`src/rtl/led_matrix_pkg.sv`:
```
// Shared defaults and index-width helper for the LED matrix column scanner.
package led_matrix_pkg;

    localparam int unsigned DEF_ROWS     = 7;
    localparam int unsigned DEF_COLS     = 5;
    localparam int unsigned DEF_CH       = 2;
    localparam int unsigned DEF_SCAN_DIV = 1000;
    localparam int unsigned DEF_BLANK    = 1;
    localparam int unsigned DEF_DWELL    = 50;

    // Width needed to index n items, never less than one bit.
    function automatic int unsigned idx_width(input int unsigned n);
        return (n > 1) ? $clog2(n) : 1;
    endfunction

endpackage

```
`src/rtl/led_matrix_scan_tick_divider.sv`:
```
// Free-running prescaler: counts 0..DIV-1 and flags the terminal count.
module tick_divider
    import led_matrix_pkg::*;
#(
    parameter  int unsigned DIV  = DEF_SCAN_DIV,
    localparam int unsigned CNTW = idx_width(DIV)
)(
    input  logic            clk,
    input  logic            rst_n,
    output logic [CNTW-1:0] count,
    output logic            tick
);

    assign tick = (32'(count) == DIV - 1);

    always_ff @(posedge clk) begin
        if (!rst_n) begin
            count <= '0;
        end else if (tick) begin
            count <= '0;
        end else begin
            count <= count + 1'b1;
        end
    end

endmodule

```
`src/rtl/led_matrix_scan.sv`:
```
// Column-multiplexed LED matrix driver with blanking and manual/auto channel selection.
module led_matrix_scan
    import led_matrix_pkg::*;
#(
    parameter  int unsigned ROWS     = DEF_ROWS,
    parameter  int unsigned COLS     = DEF_COLS,
    parameter  int unsigned CH       = DEF_CH,
    parameter  int unsigned SCAN_DIV = DEF_SCAN_DIV,
    parameter  int unsigned BLANK    = DEF_BLANK,
    parameter  int unsigned DWELL    = DEF_DWELL,
    localparam int unsigned CW       = idx_width(CH)
)(
    input  logic                    clk,
    input  logic                    rst_n,
    input  logic [CH*COLS*ROWS-1:0] frame_in,
    input  logic [CW-1:0]           sel,
    input  logic                    auto_en,
    output logic [ROWS-1:0]         rows,
    output logic [COLS-1:0]         col_en,
    output logic [CW-1:0]           active_ch,
    output logic                    frame_start
);

    localparam int unsigned PW   = idx_width(SCAN_DIV);
    localparam int unsigned COLW = idx_width(COLS);
    localparam int unsigned DW   = idx_width(DWELL);

    logic [PW-1:0]   pre_count;
    logic            tick;
    logic [COLW-1:0] col;
    logic [DW-1:0]   dwell;
    logic            auto_q;
    logic            running;

    logic            boundary;
    logic [COLW-1:0] col_nx;
    logic [COLW-1:0] col_sel;
    logic [PW-1:0]   count_nx;
    logic [CW-1:0]   ch_nx;
    logic [DW-1:0]   dwell_nx;
    logic [ROWS-1:0] slice;
    logic [COLS-1:0] col_en_nx;
    int unsigned     slice_base;

    tick_divider #(.DIV(SCAN_DIV)) u_div (
        .clk   (clk),
        .rst_n (rst_n),
        .count (pre_count),
        .tick  (tick)
    );

    always_comb begin
        boundary = tick && (32'(col) == COLS - 1);
        col_nx   = boundary ? '0 : col + 1'b1;
        col_sel  = tick ? col_nx : col;
        count_nx = tick ? '0 : pre_count + 1'b1;
        ch_nx    = active_ch;
        dwell_nx = dwell;

        // A fresh 0->1 auto transition behaves like a manual load: sel seeds the rotation.
        if (boundary) begin
            if (!auto_en || !auto_q) begin
                if (32'(sel) < CH) ch_nx = sel;
                dwell_nx = '0;
            end else if (32'(dwell) == DWELL - 1) begin
                dwell_nx = '0;
                ch_nx    = (32'(active_ch) == CH - 1) ? '0 : active_ch + 1'b1;
            end else begin
                dwell_nx = dwell + 1'b1;
            end
        end

        slice_base = (32'(ch_nx) * COLS + 32'(col_nx)) * ROWS;
        slice      = ROWS'(frame_in >> slice_base);

        // Columns stay dark until the first slot has been loaded after reset.
        col_en_nx = '0;
        if ((running || tick) && (32'(count_nx) >= BLANK)) begin
            col_en_nx = COLS'(1) << col_sel;
        end
    end

    always_ff @(posedge clk) begin
        if (!rst_n) begin
            col         <= COLW'(COLS - 1);
            dwell       <= '0;
            auto_q      <= 1'b0;
            running     <= 1'b0;
            active_ch   <= '0;
            rows        <= '0;
            col_en      <= '0;
            frame_start <= 1'b0;
        end else begin
            frame_start <= boundary;
            col_en      <= col_en_nx;
            if (tick) begin
                col       <= col_nx;
                rows      <= slice;
                active_ch <= ch_nx;
                dwell     <= dwell_nx;
                running   <= 1'b1;
            end
            if (boundary) auto_q <= auto_en;
        end
    end

endmodule

```
`config.mk`:
```
export PLATFORM = sky130hd
export DESIGN_NAME = led_matrix_scan
export DESIGN_NICKNAME = d
export VERILOG_FILES = /design/src/rtl/led_matrix_pkg.sv /design/src/rtl/led_matrix_scan_tick_divider.sv /design/src/rtl/led_matrix_scan.sv
export SDC_FILE = /design/constraint.sdc
export NUM_CORES = 1
export LEC_CHECK = 0
export CAP_MARGIN = 5
export CORE_MARGIN = 10
export CORE_UTILIZATION = 38
export DETAILED_ROUTE_END_ITERATION = 10
export PLACE_DENSITY = 0.7
export SYNTH_ARGS = -nofsm -noshare
export SYNTH_HDL_FRONTEND = slang
export SYNTH_SLANG_ARGS = --single-unit
```
`constraint.sdc`:
```
create_clock -name clk -period 4.9 [get_ports clk]
set_clock_uncertainty 0.05 [all_clocks]
set_input_delay 0.98 -clock clk [delete_from_list [all_inputs] [get_ports clk]]
set_output_delay 0.98 -clock clk [all_outputs]
set_load 0.02 [all_outputs]
```
==> key figures, run 1 <==
Run status
  – Outcome: finished clean

Critical path
  – Slowest CP cell: ha_1
  – Critical path type: input port to flip-flop
  – Max stage delay on crit path: 590 ps
  – Crit start category: input port
  – CP startpoint: auto_en
  – Crit path top cell by count: ha_1
  – CP cell instances: clkdlybuf4s50_1 > nand2_1 > o21ai_0 > a22oi_1 > ha_1 > ha_1 > mux4_1 > mux2_2 > a221oi_1 > nor2_1
  – Critical Path RT: 5020 ps
  – Worst Setup End Kind: flip-flop
  – Worst EP arrival: slightly below 4000 ps
  – Crit-path max FO: 15
  – Worst R2R Start: u_div.count[0]

Synth
  – Register area share after synthesis: approximately 30%
  – Main synth FF type: dfxtp_1
  – YS warnings: 0
  – Post-synth EDFFs: 0
  – Syn Area/Cell: 10.2 sq um
  – Main combinational cell family by area after synthesis: multiplexers
  – Netlist cell types: between 50 and 60
  – Post-synthesis register bit count: 35
  – Mapped Cells: 233
  – Post-synthesis cell area: 0.00237 sq mm
  – Ys async rst share: 0%
  – Net count after synthesis: 316
  – Adder-cell share of the synthesized area: 4.75%
  – Compound-Gate Fraction of Synth Area: between 10% and 20%
  – Post-Synth XOR/XNOR Area: 4.06%
  – Multiplexer area fraction after synthesis: between 20 and 25%
  – Synth Area in Simple Gates: 19.8%

Hold path
  – HP Class: flip-flop to flip-flop
  – HP Start: u_div.count[0]

Global route
  – Initial antenna violation count: 0
  – Number of global-route vias before repair: 2,288
  – Gr usage total: 13.3%
  – First-pass GRT wire length: 11,000 um
  – Overflow left after global routing: 0
  – Largest net degree at the start of global routing: 24

Power
  – Total power: between 600 and 700 uW
  – Peak supply drop: 109 uV
  – Power density over cell area: 180 mW/mm^2
  – Lkg Pwr: 1.23 nW

CTS
  – Htree depth: 2
  – Resized cells post-CTS: 0
  – Clk buf depth: 2
  – Buffer count from post-CTS setup fixing: 0
  – CTS root buffer: clkbuf_8
  – TritonCTS Buffers: 5
  – CTS clk-pin slew, worst paths: 70 ps
  – Clk_lat worst skew: about 280 ps
  – Total number of clock tree sinks: 35
  – CTS tree: built
  – Cts hold-fix bufs: 0

STA
  – Fmax: 0.265 GHz
  – Unrepaired setup endpoints after global routing: no
  – Final setup vio count: 0
  – Rel. slew slack: 42.1%
  – Setup TNS: 0 ps
  – Final min period: 3770 ps
  – Slew Limit Fails: 0
  – Final Hold Vio Count: 0
  – Final worst-path cycle share: 76.9%
  – Worst Max-Slew Pin Slew: 864 ps

Finish
  – Commonest non-fill, non-tap cell in the layout: clkdlybuf4s50_1
  – Most frequent cells in the layout: clkdlybuf4s50_1 (87), dfxtp_1 (35), nor2_1 (20)
  – Reg area: 701 sq um
  – Final Cell Area: between 0.003 and 0.004 sq mm
  – Layout cells sized above 1: 11.9%
  – Synth-to-Final Area Change: 42.5%
  – Post-layout net count: 400
  – Area of the multi-input gates: 0.00155 sq mm
  – Fillcell total: roughly 550
  – Diode count: 0

Detailed routing
  – Post-DRT Antenna Nets: 0
  – Vias: 2,086
  – Total iterations of the first detailed-routing run: 4
  – Drt wl/cell: 16.4 um
  – DRC viols: 0
  – Via density: 5.31
  – Routed wire length: between 6000 and 7000 um
  – Drt first-iter violations: between 80 and 90

Die
  – Die Width: 99.0 um
  – CORE AREA: about 0.006 sq mm
  – IO Count: slightly below 90
  – Site Rows: 28
  – Initial core utilization: 39.6%
  – Die height: just under 100 um
  – Die area: 0.00980 sq mm

Place
  – Dpl hpwl: 5330 um
  – Placed Area: between 0.003 and 0.004 sq mm
  – Buffers added on ports: slightly below 90
  – GPL Wtd Cong: between 0.8 and 0.9

Job
  – Max cap viols: 0
-- synthesized netlist by cell type (5+ instances only) --
| cell type | number | share of area (%) |
|---|---|---|
| mux4_1 | 12 | 13 |
| nand3_1 | 6 | 1.3 |
| o21ai_0 | 8 | 1.7 |
| ha_1 | 9 | 4.7 |
| xor2_1 | 7 | 2.6 |
| nor2_1 | 20 | 3.2 |
| nand2_1 | 18 | 2.8 |
| dfxtp_1 | 35 | 30 |
| and2_1 | 6 | 1.6 |
| nor3_1 | 7 | 1.5 |
| a221oi_1 | 8 | 3.0 |
| mux2_2 | 14 | 6.6 |
| inv_1 | 10 | 1.6 |
| a21oi_1 | 5 | 1.1 |
-- metal layers --
metal	vias to the layer above	track usage [%]	share of wire, %
met5	-	0	0
met1	934	14.6	41
met3	5	8.24	14
li1	1056	-	-
met2	91	21.2	43
met4	0	3.31	1.0
-- registers in the layout (all words and copies together) (netlist names) --
| name | flops |
|---|---|
| u_div.count | 10 |
| rows | 7 |
| dwell | 6 |
| col_en | 5 |
| col | 3 |
| active_ch | 1 |
| auto_q | 1 |
| frame_start | 1 |
| running | 1 |
-- per-stage QoR --
stage	setup WS [ps]	util [%]	hold slack (ps)	std cells
floorplan	1450	-	399	233
global route	847	56.4	486	393
CTS	1120	56.4	450	393
finish	1130	56.4	458	393
global placement	926	54.7	423	385
detailed placement	818	54.7	424	385
-- where the power goes --
| part | internal (mW) | switching (mW) |
|---|---|---|
| logic | 0.0680 | 0.0187 |
| clock network | 0.128 | 0.104 |
| registers | 0.286 | 0.00308 |
-- layout make-up --
class | instances | share of cell area [%]
clock buffers | 7 | 2.85
clock inverters | 1 | 0.222
inverters | 10 | 1.11
multi-input cells | 175 | 45.9
flip-flops and latches | 35 | 20.7
well taps | 75 | 2.78
repair buffers | 90 | 26.4
-- final timing paths --
check | endpoint | slack (ps) | cells past startpoint
setup / recovery | rows[0] | 1130 | 10
setup reg to reg | rows[0] | 1150 | 12
hold reg to reg | u_div.count[0] | 460 | 1
hold / removal | u_div.count[0] | 460 | 1
-- logic make-up after synthesis --
group,count (synthesis)
fa+ha+maj,9
buf+inv,23
flops,35
xor+xnor,11
compound gates,43
mux,30
simple gates,82
-- worst max-delay path: cells and delay by family --
family                     cells  cell delay (ps)
AOI/OAI and AO/OA              3              750
adders and majority gates      2              840
buffers and inverters          1              520
muxes                          2              640
and+or+nand+nor                2              170
No activity file was read; power rests on OpenSTA's default activity.
==> run 2: changes to the inputs <==
==> constraint.sdc (replaced) <==
create_clock -name clk -period 3.5 [get_ports clk]
set_clock_uncertainty 0.05 [all_clocks]
set_input_delay 0.7 -clock clk [delete_from_list [all_inputs] [get_ports clk]]
set_output_delay 0.7 -clock clk [all_outputs]
set_load 0.02 [all_outputs]
==> run 2 against run 1 <==
Effect of this change: final cell count is 4.3% higher; first-iteration DRC count is 4.5% lower; non-clock buffer count is 17 higher; combinational power is 43% higher; via count is 5.4% higher; die area stayed put; clock-buffer cell count is 1 lower; register-to-register slack worse by 870 ps; flip-flop and latch count stayed put.
==> key figures, run 2 (synthesis gave the netlist of run 1 again) <==
Die
  – Die height: ~99 um
  – Site Rows: 28
  – Die Width: 99.0 um
  – Initial core utilization: 39.6%
  – CORE AREA: 0.00599 sq mm
  – IO Count: 88
  – Die area: ~0.01 sq mm

Hold path
  – HP Class: flip-flop to flip-flop
  – HP Start: u_div.count[0]

STA
  – Setup TNS: 0 ps
  – Rel. slew slack: 49.6%
  – Final worst-path cycle share: 92.4%
  – Worst Max-Slew Pin Slew: 754 ps
  – Unrepaired setup endpoints after global routing: no
  – Final min period: 3240 ps
  – Slew Limit Fails: 0
  – Fmax: 0.309 GHz
  – Final setup vio count: 0
  – Final Hold Vio Count: 0

Global route
  – Number of global-route vias before repair: around 2.3k
  – First-pass GRT wire length: 11,200 um
  – GRT met3 Usage: ~8%
  – Initial antenna violation count: 0
  – Met1 usage: 14.7%
  – Gr usage total: between 10% and 20%
  – Grt met2 use: 22.1%
  – Overflow left after global routing: 0
  – GRT busiest layer: met2
  – Largest net degree at the start of global routing: 24

Finish
  – Regs by FF count: u_div.count: 10 flops, rows: 7 flops, dwell: 6 flops
  – Fillcell total: 518
  – Diode count: 0
  – Max FFs per register: 10
  – Biggest register: u_div.count
  – Layout cells sized above 1: between 10% and 20%
  – Final Core Density: 59.3%
  – Final non-filler cell total: 410
  – Synth-to-Final Area Change: 49.8%
  – Most frequent cells in the layout: clkdlybuf4s50_1 (87), dfxtp_1 (35), nor2_1 (20)
  – Post-layout net count: around 420
  – Commonest non-fill, non-tap cell in the layout: clkdlybuf4s50_1
  – Area of the multi-input gates: 0.00156 sq mm
  – Reg area: 701 sq um

Place
  – Dpl hpwl: 5650 um
  – GPL Wtd Cong: 0.866
  – Buffers added on ports: 87
  – Cells after DPL: ~400

CTS
  – Total number of clock tree sinks: 35
  – Htree depth: 2
  – CTS tree: built
  – Clk buf depth: 2
  – Clk_lat worst skew: 290 ps
  – Cts hold-fix bufs: 0
  – CTS clk-pin slew, worst paths: 70 ps
  – TritonCTS Buffers: 5
  – CTS root buffer: clkbuf_8

Power
  – Peak supply drop: 177 uV
  – Total power: 904 uW
  – Lkg Pwr: 1.33 nW
  – Power density over cell area: between 200 and 300 mW/mm^2

Detailed routing
  – DRC viols: 0
  – Drt wl/cell: between 15 and 20 um
  – Drt first-iter violations: 84
  – Via density: ~5.4
  – Total iterations of the first detailed-routing run: 4
  – Routed wire length: 6860 um
  – Vias: 2,199
  – Post-DRT Antenna Nets: 0

Critical path
  – Worst R2R Start: col[0]
  – Critical Path RT: 3620 ps
  – Crit-path max FO: 18
  – CP cell instances: clkdlybuf4s50_1 > nand2_1 > o21ai_1 > a22oi_1 > ha_1 > buf_12 > mux4_1 > mux2_2 > a221oi_1 > nor2_1
  – Max stage delay on crit path: 560 ps
  – Slowest CP cell: mux4_1
  – Critical path type: input port to flip-flop
  – CP delay by family, top: multiplexers
  – CP startpoint: auto_en
  – WP buf/inv: 2
  – Worst Setup End Kind: flip-flop
  – Crit start category: input port
  – Worst EP arrival: between 3000 and 4000 ps

Run status
  – Outcome: finished clean

Job
  – Max cap viols: 0
-- run 2: area by class of cell --
type	instances	area share, %
inverter	10	1.06
clock inverter	2	0.987
clock buffer	6	2.33
multi-input combinational	175	43.8
sequential	35	19.7
tap	75	2.64
timing repair buffer	107	29.5
-- run 2: routing by layer --
metal / vias to the layer above / routed length, um
li1: 1085 / -
met1: 1008 / 2730
met2: 102 / 3190
met3: 4 / 888
met4: 0 / 50
met5: - / 0
-- run 2: per-stage QoR --
stage	instance area (sq um)	hold WS, ps	setup WS, ps
2_1_floorplan	2370	399	54.3
6_report	3550	448	265
3_5_place_dp	3420	421	-126
5_1_grt	3550	483	64.4
3_3_place_gp	3420	427	8.90
4_1_cts	3540	448	178
-- run 2: path summary, 6_finish.rpt --
path,to,slack [ps],depth (start not counted)
hold / removal,u_div.count[0],450,1
setup / recovery,rows[5],260,10
hold reg to reg,u_div.count[0],450,1
setup reg to reg,rows[5],280,12
-- run 2: power breakdown --
| part | total (mW) | switching, mW | internal [mW] |
|---|---|---|---|
| Clock | 0.375 | 0.144 | 0.230 |
| Sequential | 0.405 | 0.00420 | 0.401 |
| Combinational | 0.124 | 0.0281 | 0.0961 |
| Total | 0.904 | 0.177 | 0.727 |
-- run 2: timing repair --
| action | in CTS | in global routing |
|---|---|---|
| setup endpoints to repair | 0 | 5 |
| gates resized for setup | 0 | 2 |
| setup buffers | 0 | 1 |
==> run 3: changes to the inputs <==
--- a/config.mk
+++ b/config.mk
@@ -6,10 +6,10 @@
 export NUM_CORES = 1
 export LEC_CHECK = 0
 export CAP_MARGIN = 5
-export CORE_MARGIN = 10
-export CORE_UTILIZATION = 38
+export CORE_UTILIZATION = 40
 export DETAILED_ROUTE_END_ITERATION = 10
-export PLACE_DENSITY = 0.7
+export PLACE_DENSITY = 0.73
+export SKIP_CTS_REPAIR_TIMING = 1
 export SYNTH_ARGS = -nofsm -noshare
 export SYNTH_HDL_FRONTEND = slang
 export SYNTH_SLANG_ARGS = --single-unit
==> run 3 against run 2 <==
Effect of this change: clock power hardly changed; register-to-register slack worse by 50 ps; utilization grew 4.0 points; non-clock buffer count up 1; sequential power about the same; wire length down 10%.
==> key figures, run 3 (synthesis gave the netlist of run 1 again) <==
Place
  – Dpl hpwl: 5050 um
  – Buffers added on ports: between 80 and 90
  – Placed Area: about 0.0034 sq mm
  – GPL Wtd Cong: 0.868
  – Placement Setup Slack: -139 ps

Detailed routing
  – Total iterations of the first detailed-routing run: 4
  – Vias: 2,237
  – Drt first-iter violations: 93
  – DRC viols: 0
  – Post-DRT Antenna Nets: 0
  – Routed wire length: 6180 um
  – Drt wl/cell: about 15 um
  – Via density: 5.48

Finish
  – Final Cell Area: 0.00355 sq mm
  – Max FFs per register: 10
  – Layout cells sized above 1: 16.7%
  – Commonest non-fill, non-tap cell in the layout: clkdlybuf4s50_1
  – Synth-to-Final Area Change: 49.7%
  – Post-layout net count: between 400 and 500
  – Biggest register: u_div.count
  – Most frequent cells in the layout: clkdlybuf4s50_1 (87), dfxtp_1 (35), nor2_1 (20)
  – Area of the multi-input gates: 0.00155 sq mm
  – Diode count: 0
  – Regs by FF count: u_div.count: 10 flops, rows: 7 flops, dwell: 6 flops
  – Fillcell total: 488
  – Reg area: 701 sq um

CTS
  – CTS clk-pin slew, worst paths: 70 ps
  – CTS tree: built
  – Clk buf depth: 2
  – Clk_lat worst skew: 280 ps
  – Total number of clock tree sinks: 35
  – Htree depth: 2
  – CTS root buffer: clkbuf_8
  – TritonCTS Buffers: 5

Critical path
  – Worst EP arrival: 3390 ps
  – CP cell instances: inv_1 > ha_1 > nand2_1 > nor4_2 > buf_4 > a22oi_1 > ha_1 > buf_12 > mux4_1 > mux2_2 > a221oi_1 > nor2_1
  – Critical Path RT: 3620 ps
  – WP buf/inv: 3
  – CP delay by family, top: multiplexers
  – Max stage delay on crit path: 580 ps
  – Slowest CP cell: mux4_1
  – Crit-path max FO: 17
  – Worst Setup End Kind: flip-flop
  – Critical path type: flip-flop to flip-flop
  – Crit start category: flip-flop
  – Crit path top cell by count: ha_1

Power
  – Lkg Pwr: 1.34 nW
  – Peak supply drop: roughly 140 uV
  – Power density over cell area: 256 mW/mm^2

Global route
  – First-pass GRT wire length: 10,200 um
  – Initial antenna violation count: 0
  – Number of global-route vias before repair: 2,335
  – Largest net degree at the start of global routing: 18
  – Overflow left after global routing: 0
  – Gr usage total: 21.1%

Hold path
  – HP Class: flip-flop to flip-flop

Die
  – Site Rows: 27
  – Die Width: 79.0 um
  – Die area: 0.00624 sq mm
  – Die height: 79.0 um
  – IO Count: 88
  – CORE AREA: approximately 0.0056 sq mm
  – Initial core utilization: 42.3%

STA
  – Final Hold Vio Count: 0
  – Setup TNS: 0 ps
  – Worst Max-Slew Pin Slew: 438 ps
  – Slew Limit Fails: 0
  – Fin worst setup slack: 232 ps
  – Unrepaired setup endpoints after global routing: no
  – Rel. slew slack: 70.8%
  – Final setup vio count: 0
  – Hold Slack: between 400 and 500 ps
  – Fmax: 0.306 GHz
  – Final worst-path cycle share: 93.4%
  – Final min period: 3270 ps

Job
  – Max cap viols: 0

Run status
  – Outcome: finished clean
==> run 3: worst paths after layout <==
check	start	end	slack (ps)	cells after the start
worst max-delay path	col[1]	rows[6]	230	12
worst min-delay path	running	running	460	1
worst max register to register	col[1]	rows[6]	230	12
worst min register to register	running	running	460	1
==> run 3: routing by layer <==
layer  wire length (um)  vias up  GRT usage [%]
met5                  0        -              0
met4                 88        0           6.00
met3                374       10           5.17
met2               3460       81           42.6
met1               2250     1058           20.8
li1                   -     1088              -
==> run 3: where the power goes <==
| part | leakage (nW) | internal (mW) | switching (mW) |
|---|---|---|---|
| sequential | 0.282 | 0.401 | 0.00470 |
| clock | 0.0612 | 0.230 | 0.147 |
| combinational | 0.995 | 0.0968 | 0.0292 |
==> run 3: cell type report <==
cell class / count / share of cell area (%)
Clock buffer: 6 / 2.33
Timing Repair Buffer: 108 / 29.7
Inverter: 10 / 1.06
Tap cell: 72 / 2.54
Clock inverter: 2 / 0.987
Multi-Input combinational cell: 175 / 43.7
Sequential cell: 35 / 19.7
==> run 3: per-stage QoR <==
| stage | power [mW] | instances | util [%] |
|---|---|---|---|
| final | 0.909 | 408 | 63.3 |
| after global routing | 0.939 | 408 | 63.3 |
| after CTS | 0.917 | 408 | 63.3 |
| after detailed placement | 0.541 | 400 | 61.2 |
| after global placement | 0.538 | 400 | 61.2 |
| after floorplan | 0.449 | 233 | - |
